File: src/rtl/hist_eq_pkg.sv
// Shared definitions for the histogram-equalization LUT builder.
//   - default widths and RAM latency
//   - sweep FSM state enumeration
//   - drain length and whole-sweep length helpers
package hist_eq_pkg;

   localparam int ADDR_WIDTH_DEF  = 14;
   localparam int BIN_WIDTH_DEF   = 20;
   localparam int LUT_WIDTH_DEF   = 8;
   localparam int COEF_WIDTH_DEF  = 24;
   localparam int FRAC_BITS_DEF   = 24;
   localparam int RAM_LATENCY_DEF = 2;

   typedef enum logic [1:0] {
      ST_IDLE  = 2'd0,
      ST_READ  = 2'd1,
      ST_DRAIN = 2'd2,
      ST_DONE  = 2'd3
   } sweep_state_t;

   // Cycles from the last read issue until the last LUT write has landed.
   function automatic int drain_cycles(input int ram_latency);
      return ram_latency + 3;
   endfunction

   // Cycles from the start pulse to the done pulse, inclusive of done.
   function automatic int sweep_cycles(input int addr_width, input int ram_latency);
      return (1 << addr_width) + ram_latency + 4;
   endfunction

   localparam int SWEEP_CYCLES_DEF = sweep_cycles(ADDR_WIDTH_DEF, RAM_LATENCY_DEF);

endpackage

File: src/rtl/hist_lut_builder_if.sv
// Control, histogram RAM read port and LUT RAM write port of the LUT builder.
//   master : the builder (drives busy/done, RAM read address, LUT writes)
//   slave  : the environment (drives start/coef/clip, returns RAM read data)
interface hist_lut_builder_if import hist_eq_pkg::*; #(
   parameter int ADDR_WIDTH = ADDR_WIDTH_DEF,
   parameter int BIN_WIDTH  = BIN_WIDTH_DEF,
   parameter int LUT_WIDTH  = LUT_WIDTH_DEF,
   parameter int COEF_WIDTH = COEF_WIDTH_DEF
);
   logic                  start;
   logic [COEF_WIDTH-1:0] norm_coef;
   logic [BIN_WIDTH-1:0]  clip_limit;
   logic                  busy;
   logic                  done;
   logic                  hist_ram_en;
   logic [ADDR_WIDTH-1:0] hist_ram_addr;
   logic [BIN_WIDTH-1:0]  hist_ram_dout;
   logic                  hist_lut_ram_we;
   logic [ADDR_WIDTH-1:0] hist_lut_ram_addr;
   logic [LUT_WIDTH-1:0]  hist_lut_ram_din;

   modport master (
      input  start, norm_coef, clip_limit, hist_ram_dout,
      output busy, done, hist_ram_en, hist_ram_addr,
             hist_lut_ram_we, hist_lut_ram_addr, hist_lut_ram_din
   );

   modport slave (
      output start, norm_coef, clip_limit, hist_ram_dout,
      input  busy, done, hist_ram_en, hist_ram_addr,
             hist_lut_ram_we, hist_lut_ram_addr, hist_lut_ram_din
   );
endinterface

File: src/rtl/hist_cdf_scaler.sv
// Clip, CDF accumulate, scale and saturate; one bin per cycle.
//   clk, rst_n      : clock, async active-low reset
//   clear           : zero the CDF before a sweep
//   rd_en, rd_addr  : read issue, delayed alongside the RAM read latency
//   coef, clip      : latched scale coefficient and clip limit (0 = no clip)
//   ram_dout        : histogram RAM read data, valid RAM_LATENCY after rd_en
//   lut_we/addr/din : LUT write, RAM_LATENCY+3 cycles after the read issue
module hist_cdf_scaler import hist_eq_pkg::*; #(
   parameter int ADDR_WIDTH  = ADDR_WIDTH_DEF,
   parameter int BIN_WIDTH   = BIN_WIDTH_DEF,
   parameter int LUT_WIDTH   = LUT_WIDTH_DEF,
   parameter int COEF_WIDTH  = COEF_WIDTH_DEF,
   parameter int FRAC_BITS   = FRAC_BITS_DEF,
   parameter int RAM_LATENCY = RAM_LATENCY_DEF
) (
   input  logic                  clk,
   input  logic                  rst_n,
   input  logic                  clear,
   input  logic                  rd_en,
   input  logic [ADDR_WIDTH-1:0] rd_addr,
   input  logic [COEF_WIDTH-1:0] coef,
   input  logic [BIN_WIDTH-1:0]  clip,
   input  logic [BIN_WIDTH-1:0]  ram_dout,
   output logic                  lut_we,
   output logic [ADDR_WIDTH-1:0] lut_addr,
   output logic [LUT_WIDTH-1:0]  lut_din
);
   localparam int PROD_W = BIN_WIDTH + COEF_WIDTH;

   logic [RAM_LATENCY-1:0] v_dl;
   logic [ADDR_WIDTH-1:0]  a_dl [RAM_LATENCY];
   logic [BIN_WIDTH-1:0]   bin;
   logic [BIN_WIDTH:0]     cdf_sum;
   logic [BIN_WIDTH-1:0]   cdf;
   logic                   v_c, v_m;
   logic [ADDR_WIDTH-1:0]  a_c, a_m;
   logic [PROD_W-1:0]      prod;
   logic [PROD_W-1:0]      q;
   logic                   q_sat;

   always_comb begin
      bin = ram_dout;
      if ((clip != '0) && (ram_dout > clip)) bin = clip;
   end

   assign cdf_sum = {1'b0, cdf} + {1'b0, bin};
   assign q       = prod >> FRAC_BITS;
   assign q_sat   = |q[PROD_W-1:LUT_WIDTH];

   always_ff @(posedge clk or negedge rst_n) begin
      if (!rst_n) begin
         v_dl     <= '0;
         for (int i = 0; i < RAM_LATENCY; i++) a_dl[i] <= '0;
         cdf      <= '0;
         v_c      <= 1'b0;
         a_c      <= '0;
         prod     <= '0;
         v_m      <= 1'b0;
         a_m      <= '0;
         lut_we   <= 1'b0;
         lut_addr <= '0;
         lut_din  <= '0;
      end else begin
         // valid/address delay line matching the RAM read latency
         v_dl[0] <= rd_en;
         a_dl[0] <= rd_addr;
         for (int i = 1; i < RAM_LATENCY; i++) begin
            v_dl[i] <= v_dl[i-1];
            a_dl[i] <= a_dl[i-1];
         end
         // stage C: saturating accumulate
         if (clear)
            cdf <= '0;
         else if (v_dl[RAM_LATENCY-1])
            cdf <= cdf_sum[BIN_WIDTH] ? '1 : cdf_sum[BIN_WIDTH-1:0];
         v_c <= v_dl[RAM_LATENCY-1];
         a_c <= a_dl[RAM_LATENCY-1];
         // stage M
         prod <= PROD_W'(cdf) * PROD_W'(coef);
         v_m  <= v_c;
         a_m  <= a_c;
         // stage W
         lut_we <= v_m;
         if (v_m) begin
            lut_addr <= a_m;
            lut_din  <= q_sat ? '1 : q[LUT_WIDTH-1:0];
         end
      end
   end
endmodule

File: src/rtl/hist_lut_builder.sv
// Histogram-equalization LUT builder top: sweep FSM, read counter, input latches.
//   axis_aclk    : clock
//   axis_aresetn : async active-low reset
//   bus          : control + histogram RAM read + LUT RAM write (master side)
//
// state    | meaning
// ---------+------------------------------------------------------
// ST_IDLE  | waiting for start; start latches coef/clip, clears CDF
// ST_READ  | one histogram read per cycle, address 0..2^ADDR_WIDTH-1
// ST_DRAIN | reads done, pipeline still emitting LUT writes
// ST_DONE  | one-cycle done pulse
module hist_lut_builder import hist_eq_pkg::*; #(
   parameter int ADDR_WIDTH  = ADDR_WIDTH_DEF,
   parameter int BIN_WIDTH   = BIN_WIDTH_DEF,
   parameter int LUT_WIDTH   = LUT_WIDTH_DEF,
   parameter int COEF_WIDTH  = COEF_WIDTH_DEF,
   parameter int FRAC_BITS   = FRAC_BITS_DEF,
   parameter int RAM_LATENCY = RAM_LATENCY_DEF
) (
   input  logic              axis_aclk,
   input  logic              axis_aresetn,
   hist_lut_builder_if.master bus
);
   localparam int DRAIN_CYC = drain_cycles(RAM_LATENCY);
   localparam int DRAIN_W   = $clog2(DRAIN_CYC + 1);
   localparam logic [DRAIN_W-1:0]    DRAIN_LOAD = DRAIN_W'(DRAIN_CYC - 1);
   localparam logic [ADDR_WIDTH-1:0] LAST_ADDR  = '1;

   sweep_state_t          state, state_nxt;
   logic [ADDR_WIDTH-1:0] rd_addr;
   logic [DRAIN_W-1:0]    drain_cnt;
   logic [COEF_WIDTH-1:0] coef_q;
   logic [BIN_WIDTH-1:0]  clip_q;
   logic                  start_ok;
   logic                  busy_c, done_c, en_c;

   assign start_ok = (state == ST_IDLE) && bus.start;

   always_comb begin
      state_nxt = state;
      busy_c    = 1'b0;
      done_c    = 1'b0;
      en_c      = 1'b0;
      case (state)
         ST_IDLE: if (bus.start) state_nxt = ST_READ;
         ST_READ: begin
            busy_c = 1'b1;
            en_c   = 1'b1;
            if (rd_addr == LAST_ADDR) state_nxt = ST_DRAIN;
         end
         ST_DRAIN: begin
            busy_c = 1'b1;
            if (drain_cnt == '0) state_nxt = ST_DONE;
         end
         ST_DONE: begin
            done_c    = 1'b1;
            state_nxt = ST_IDLE;
         end
         default: state_nxt = ST_IDLE;
      endcase
   end

   always_ff @(posedge axis_aclk or negedge axis_aresetn) begin
      if (!axis_aresetn) begin
         state     <= ST_IDLE;
         rd_addr   <= '0;
         drain_cnt <= '0;
         coef_q    <= '0;
         clip_q    <= '0;
      end else begin
         state <= state_nxt;
         if (start_ok) begin
            rd_addr <= '0;
            coef_q  <= bus.norm_coef;
            clip_q  <= bus.clip_limit;
         end else if ((state == ST_READ) && (rd_addr != LAST_ADDR)) begin
            rd_addr <= rd_addr + 1'b1;
         end
         // drain timer is reloaded every READ cycle and counts down in DRAIN
         if (state == ST_READ)
            drain_cnt <= DRAIN_LOAD;
         else if ((state == ST_DRAIN) && (drain_cnt != '0))
            drain_cnt <= drain_cnt - 1'b1;
      end
   end

   assign bus.busy          = busy_c;
   assign bus.done          = done_c;
   assign bus.hist_ram_en   = en_c;
   assign bus.hist_ram_addr = rd_addr;

   hist_cdf_scaler #(
      .ADDR_WIDTH (ADDR_WIDTH),
      .BIN_WIDTH  (BIN_WIDTH),
      .LUT_WIDTH  (LUT_WIDTH),
      .COEF_WIDTH (COEF_WIDTH),
      .FRAC_BITS  (FRAC_BITS),
      .RAM_LATENCY(RAM_LATENCY)
   ) u_scaler (
      .clk     (axis_aclk),
      .rst_n   (axis_aresetn),
      .clear   (start_ok),
      .rd_en   (en_c),
      .rd_addr (rd_addr),
      .coef    (coef_q),
      .clip    (clip_q),
      .ram_dout(bus.hist_ram_dout),
      .lut_we  (bus.hist_lut_ram_we),
      .lut_addr(bus.hist_lut_ram_addr),
      .lut_din (bus.hist_lut_ram_din)
   );
endmodule

File: src/flat_wrapper.sv
// flat-port wrapper written by rule: the top's interface ports become plain ports
module hist_lut_builder_flat import hist_eq_pkg::*;
#(
   parameter int ADDR_WIDTH  = ADDR_WIDTH_DEF,
   parameter int BIN_WIDTH   = BIN_WIDTH_DEF,
   parameter int LUT_WIDTH   = LUT_WIDTH_DEF,
   parameter int COEF_WIDTH  = COEF_WIDTH_DEF,
   parameter int FRAC_BITS   = FRAC_BITS_DEF,
   parameter int RAM_LATENCY = RAM_LATENCY_DEF
)
  (axis_aclk, axis_aresetn, bus_start, bus_norm_coef, bus_clip_limit, bus_hist_ram_dout, bus_busy, bus_done, bus_hist_ram_en, bus_hist_ram_addr, bus_hist_lut_ram_we, bus_hist_lut_ram_addr, bus_hist_lut_ram_din);
  hist_lut_builder_if #(.ADDR_WIDTH(ADDR_WIDTH), .BIN_WIDTH(BIN_WIDTH), .LUT_WIDTH(LUT_WIDTH), .COEF_WIDTH(COEF_WIDTH)) bus_i ();
  input  logic axis_aclk;
  input  logic axis_aresetn;
  input wire logic [$bits(bus_i.start)-1:0] bus_start;
  input wire logic [$bits(bus_i.norm_coef)-1:0] bus_norm_coef;
  input wire logic [$bits(bus_i.clip_limit)-1:0] bus_clip_limit;
  input wire logic [$bits(bus_i.hist_ram_dout)-1:0] bus_hist_ram_dout;
  output wire logic [$bits(bus_i.busy)-1:0] bus_busy;
  output wire logic [$bits(bus_i.done)-1:0] bus_done;
  output wire logic [$bits(bus_i.hist_ram_en)-1:0] bus_hist_ram_en;
  output wire logic [$bits(bus_i.hist_ram_addr)-1:0] bus_hist_ram_addr;
  output wire logic [$bits(bus_i.hist_lut_ram_we)-1:0] bus_hist_lut_ram_we;
  output wire logic [$bits(bus_i.hist_lut_ram_addr)-1:0] bus_hist_lut_ram_addr;
  output wire logic [$bits(bus_i.hist_lut_ram_din)-1:0] bus_hist_lut_ram_din;
  assign bus_i.start = bus_start;
  assign bus_i.norm_coef = bus_norm_coef;
  assign bus_i.clip_limit = bus_clip_limit;
  assign bus_i.hist_ram_dout = bus_hist_ram_dout;
  assign bus_busy = bus_i.busy;
  assign bus_done = bus_i.done;
  assign bus_hist_ram_en = bus_i.hist_ram_en;
  assign bus_hist_ram_addr = bus_i.hist_ram_addr;
  assign bus_hist_lut_ram_we = bus_i.hist_lut_ram_we;
  assign bus_hist_lut_ram_addr = bus_i.hist_lut_ram_addr;
  assign bus_hist_lut_ram_din = bus_i.hist_lut_ram_din;
  hist_lut_builder #(.ADDR_WIDTH(ADDR_WIDTH), .BIN_WIDTH(BIN_WIDTH), .LUT_WIDTH(LUT_WIDTH), .COEF_WIDTH(COEF_WIDTH), .FRAC_BITS(FRAC_BITS), .RAM_LATENCY(RAM_LATENCY)) u_core (.axis_aclk(axis_aclk), .axis_aresetn(axis_aresetn), .bus(bus_i));
endmodule
File: config.mk
export PLATFORM = sky130hd
export DESIGN_NAME = hist_lut_builder_flat
export DESIGN_NICKNAME = d
export VERILOG_FILES = /design/src/rtl/hist_eq_pkg.sv /design/src/rtl/hist_lut_builder_if.sv /design/src/rtl/hist_cdf_scaler.sv /design/src/rtl/hist_lut_builder.sv /design/src/flat_wrapper.sv
export SDC_FILE = /design/constraint.sdc
export NUM_CORES = 1
export LEC_CHECK = 0
export ABC_AREA = 0
export CAP_MARGIN = 20
export CORE_UTILIZATION = 35
export CTS_BUF_LIST = sky130_fd_sc_hd__clkbuf_2 sky130_fd_sc_hd__clkbuf_4 sky130_fd_sc_hd__clkbuf_8
export DETAILED_ROUTE_END_ITERATION = 8
export GPL_TIMING_DRIVEN = 0
export PLACE_DENSITY = 0.61
export SETUP_SLACK_MARGIN = 0.02
export SYNTH_ARGS = -nofsm -noshare
export SYNTH_HDL_FRONTEND = slang
export SYNTH_HIERARCHICAL = 1
export SYNTH_SLANG_ARGS = --single-unit
File: constraint.sdc
create_clock -name axis_aclk -period 11.6 [get_ports axis_aclk]
set_input_delay 2.32 -clock axis_aclk [delete_from_list [all_inputs] [get_ports axis_aclk]]
set_output_delay 2.32 -clock axis_aclk [all_outputs]
set_load 0.005 [all_outputs]
== Word level (Yosys, flattened, before mapping) ==
Index checks and enable logic that the tools add are counted.
Storage, ports and cells
  register bits: 210
  input bits: 67
  output and inout bits: 40
  word-level logic and storage cells: 60
Operators by class
  add/subtract/negate cells: 3
  multiply operators: 1
  magnitude comparators: 1
  equal/unequal tests: 8
  multiplexer cells: 16
  reduce and logical (&&, ||, !) cells: 14
Operators with widths (number)
  20-bit two-way mux: 4
  20-bit by 24-bit multiplier with 44-bit output: 1
  14-bit two-way mux: 2
  20-bit by 20-bit adder with 21-bit output: 1
  20-bit greater-than comparator: 1
  20-bit nonzero test: 1
  14-bit by 1-bit adder with 14-bit output, second input constant: 1
  14-bit equality test, second input constant: 1
  14-bit != test, second input constant: 1
  12-bit OR reduction: 1
  8-bit two-way mux: 1
  2-bit case mux with 4 select lines: 1
  2-bit two-way mux: 3
  3-bit two-way mux: 2
  2-bit nonzero test: 3
  2-bit equality test, second input constant: 2
  1-bit logical AND: 4
  2-bit by 1-bit != test with 1-bit output, second input constant: 2
  3-bit zero test: 1
  1-bit two-way mux: 3
  3-bit AND reduction: 1
  3-bit nonzero test: 1
  3-bit by 1-bit subtractor with 3-bit output, second input constant: 1
  2-bit by 1-bit equality test with 1-bit output, second input constant: 1
  3 further kinds: 3

== Logic depth before layout (Yosys ltp) ==
  depth after elaboration: 7
  gate-level depth with buffers: 24

== Modules after synthesis ==
The synthesis kept the hierarchy.
By module, submodules not included
  hist_cdf_scaler: times used 1, cells an instance 2188, area an instance 20925.1 sq um, seq. area each 3078.0 sq um
  hist_lut_builder: times used 1, cells an instance 300, area an instance 2753.9 sq um, seq. area each 1576.5 sq um

== Worst setup path after synthesis ==
OpenSTA, ideal clock, no wires.
  kind: input to register
  from: input bus_hist_ram_dout[5]
  to: register u_core.u_scaler.cdf[17]
  library setup time: 120 ps
  arrival: 6246 ps
  data required time: 11480 ps
  slack: 5234 ps
  stages on the path: 18
  buffers on the path: 1
  cells stage by stage: ha_1 -> a21o_1 -> a21o_1 -> a21o_1 -> a21oi_1 -> nor2b_1 -> o31a_1 -> buf_2 -> mux2_1 -> ha_1 -> fa_1 -> a211oi_2 -> o21bai_1 -> a211o_4 -> a21oi_4 -> o21ai_2 -> or4_1 -> and3_1
On the way
  word-level cells in the longest chain between the ends: 7
Ends and longest elaborated chain
  start: declaration: line flat_wrapper.sv:18  | input wire logic [$bits(bus_i.hist_ram_dout)-1:0] bus_hist_ram_dout;
  20-bit greater-than comparator: line hist_cdf_scaler.sv:43  | if ((clip != '0) && (ram_dout > clip)) bin = clip;
  1-bit logical AND: line hist_cdf_scaler.sv:43
  20-bit two-way mux (*): line hist_cdf_scaler.sv:43
  20-bit by 20-bit adder with 21-bit output (*): line hist_cdf_scaler.sv:46  | assign cdf_sum = {1'b0, cdf} + {1'b0, bin};
  20-bit two-way mux (*): line hist_cdf_scaler.sv:75  | cdf <= cdf_sum[BIN_WIDTH] ? '1 : cdf_sum[BIN_WIDTH-1:0];
  20-bit two-way mux (*): line hist_cdf_scaler.sv:74  | else if (v_dl[RAM_LATENCY-1])
  20-bit two-way mux (*): line hist_cdf_scaler.sv:72  | if (clear)
  end signal: assignment: line hist_cdf_scaler.sv:75
  end: declaration: line hist_cdf_scaler.sv:34  | logic [BIN_WIDTH-1:0] cdf;
Every way passes the cells marked *; elsewhere a longest branch is shown, timed or not. The select of a mux whose other input is x is not followed.
A chain may end at the register's enable or synchronous reset.

== Final worst setup path ==
  from: register u_core.u_scaler.cdf[13]
  to: register u_core.u_scaler.prod[42]
On the way
  word-level cells in the longest chain between the ends: 1
Ends and longest elaborated chain
  20-bit by 24-bit multiplier with 44-bit output: line hist_cdf_scaler.sv:79  | prod <= PROD_W'(cdf) * PROD_W'(coef);
  end signal: assignment: line hist_cdf_scaler.sv:79
  end: declaration: line hist_cdf_scaler.sv:37  | logic [PROD_W-1:0] prod;
No other way between the ends.

==> flow_summary.yaml <==
timing:
  max_clock_freq_mhz: 128
  setup_tns_ps: 0
  hold_violations: 0
  setup_viol: 0
  drv_slew: 0
  min_period_over_period: 0.672
  worst_slack_ps: 3810
  min_period_ps: 7790
  rsz0062_at_grt: "false"
  worst_slew_pin_slew_ps: 1140
  slew_headroom: 0.237
  finalClockSkew_ps: 24.5
synth:
  synth_nets: 3147
  synth.most_common_cell: "inv_1"
  synthArstFlopShare: 1.00
  synth_top_flop_cell: "dfrtp_1"
  synth_area_um2: 23700
  yosys.area.top_type_share: 0.331
  ys_types: 77
  post-synth-top-area-cell: "fa_1"
  ys_seq_area_frac: 0.197
  synthTopCellsByArea: "fa_1 (33%), dfrtp_1 (20%), ha_1 (11%), inv_1 (7.2%), and2_1 (7.1%)"
  syn_area_per_cell_um2: 9.52
  synth-edff-count: 0
  ys_top_cells_by_count: "inv_1 (454), fa_1 (392), nand2_1 (387)"
  syn_inst: 2488
  yosysWarningCount: 6
  ys_ff_latch: 186
die:
  die-area_um2: 68700
  io_pins: 107
  coreArea_um2: 66300
  initial_core_util: 0.357
  die_w_um: 262
  rows: 94
  die_h_um: 262
power:
  power.density_nw_per_um2: 70.3
  leakagePower_uw: 0.0131
  ir_worst_vdd_mv: 0.111
clock_tree:
  root_buffer: "clkbuf_8"
  cts-hold-fix-buffers: 0
  ctsHtreeMaxLevel: 4
  clkLatencyLatePin_ps: 550
  ctsResizeCount: 0
  cts_tree: "built"
  cts_setup_buffers: 0
  numClockSinks: 186
  cts_buffers: 17
  cts_buffer_depth: 2
  clk_pin_slew_ps: 120
drt:
  ant_nets: 0
  post-route-drc-count: 0
  viasPerCell: 4.96
  wl_per_cell_um: 19.2
  drt-pass1-iter-count: 5
  drt-total-wl_um: 67000
  num_vias: 17300
  first_iter_violations: 1196
worst_setup_path:
  critPathMostFrequentCell: "fa_1"
  worstPathMaxFanout: 10
  critical-path-max-stage-delay_ps: 960
  startpoint_type: "flip-flop"
  worstPathArrival_ps: 8220
  worst_ep_required_time_ps: 12040
  path_cells: "clkbuf_1 -> nand2_1 -> fa_1 -> inv_1 -> fa_1 -> inv_1 -> fa_1 -> inv_1 -> fa_1 -> fa_1 -> fa_1 -> inv_1 -> fa_1 -> inv_1 -> ha_1 -> nand2_1 -> nor4_1 -> a211oi_1 -> a221oi_1 -> a31o_2 -> a31oi_1 -> xnor2_1"
  critPathCaptureType: "flip-flop"
  worstSetupPathType: "reg2reg"
  slowest_stage: "a221oi_1"
global_route:
  grt_max_degree: 122
  grt_usage: 0.204
  overflow: 0
  grt_pass1_vias: 17800
  grt_pass1_wl_um: 105000
  antenna_found_initial: 1
place:
  place_congestion: 0.942
  dpl.hpwl_um: 55200
  pre_cts_slack_ps: 3900
  port_buffers: 106
final_layout:
  syn_to_final_growth_pct: 11.1
  nets: 3273
  diodes: 0
  drive_gt1_frac: 0.0301
status:
  status: "complete, no violations"
job:
  drv_cap: 0
min_path:
  hold_class: "reg2reg"
[final cells by class]
cell class,instances,area [µm²]
Fill cell,6737,40000
Multi-Input combinational cell,1731,16900
Sequential cell,186,4650
Inverter,455,1710
Timing Repair Buffer,107,1090
Tap cell,864,1080
Buffer,116,447
Clock buffer,17,234
Clock inverter,15,215
[cells by family after synthesis]
group / count (synthesis) / synth area share
and+or+nand+nor: 817 / 0.171
adders and majority gates: 592 / 0.437
buffers and inverters: 571 / 0.0910
AOI/OAI and AO/OA: 245 / 0.0716
DFF: 186 / 0.197
xor gates and xnor gates: 40 / 0.0148
muxes: 37 / 0.0176
[layout by cell type, fill, tap and decap left out, drive strengths merged, types with 12 or more instances in the layout]
cell type      count
xor2              17
ha               200
a31oi             14
xnor2             23
o21ai             34
a21o              34
dfrtp            186
a211oi            29
nand3             16
buf               15
inv              465
and3              12
fa               392
mux2              35
o21bai            13
clkbuf           120
nor2              52
clkdlybuf4s50    105
nand4             21
nor3              13
nand2            387
and2             270
a21oi             62
[registers in the layout, indices dropped and copies added (netlist names), 2 cells and up]
signal                    cells
u_core/u_scaler/a_dl         28
u_core/coef_q                24
u_core/clip_q                20
u_core/u_scaler/cdf          20
u_core/u_scaler/prod         20
u_core/bus.hist_ram_addr     14
u_core/u_scaler/a_c          14
u_core/u_scaler/a_m          14
u_core/u_scaler/lut_addr     14
u_core/u_scaler/lut_din       8
u_core/drain_cnt              3
u_core/state                  2
u_core/u_scaler/v_dl          2
[through the flow]
step / instances / total power (µW) / area (µm²) / hold WS, ps / util
after floorplan: 2488 / 1070 / 23700 / 331 / -
after global routing: 3491 / 1930 / 26300 / 350 / 0.397
after global placement: 3458 / 1370 / 25800 / 331 / 0.389
after detailed placement: 3459 / 1370 / 25900 / 335 / 0.390
final: 3491 / 1850 / 26300 / 349 / 0.397
after CTS: 3491 / 1860 / 26300 / 349 / 0.397
[where the power goes]
part / switching, µW / total (µW) / internal (µW)
sequential: 112 / 786 / 674
combinational: 407 / 586 / 179
clock: 302 / 478 / 175
[routing by layer]
layer | part of all wire | track usage | routed length, µm
met5 | 0 | 0 | 0
met4 | 0.028 | 0.0663 | 1910
met3 | 0.065 | 0.0328 | 4350
met2 | 0.46 | 0.326 | 31000
met1 | 0.44 | 0.283 | 29800
[worst paths after layout]
kind	endpoint	startpoint	slack [ps]	depth (start not counted)
max in group asynchronous	u_core/u_scaler/lut_din[0]	axis_aresetn	8930	2
min in group asynchronous	u_core/clip_q[3]	axis_aresetn	1700	1
worst max-delay path	u_core/u_scaler/prod[42]	u_core/u_scaler/cdf[13]	3810	22
worst min-delay path	u_core/u_scaler/a_m[2]	u_core/u_scaler/a_c[2]	350	0
worst min register to register	u_core/u_scaler/a_m[2]	u_core/u_scaler/a_c[2]	350	0
worst max register to register	u_core/u_scaler/prod[42]	u_core/u_scaler/cdf[13]	3810	22
[worst max-delay path, delay by kind of cell (launching register included)]
| kind | cells | cell delay (ps) |
|---|---|---|
| XOR/XNOR | 1 | 140 |
| buffers and inverters | 6 | 1020 |
| AO/OA/AOI/OAI | 4 | 1640 |
| flip-flops | 1 | 760 |
| AND/OR/NAND/NOR | 3 | 660 |
| adder cells (fa/ha/maj) | 8 | 3460 |
No activity file was read; power rests on OpenSTA's default activity.
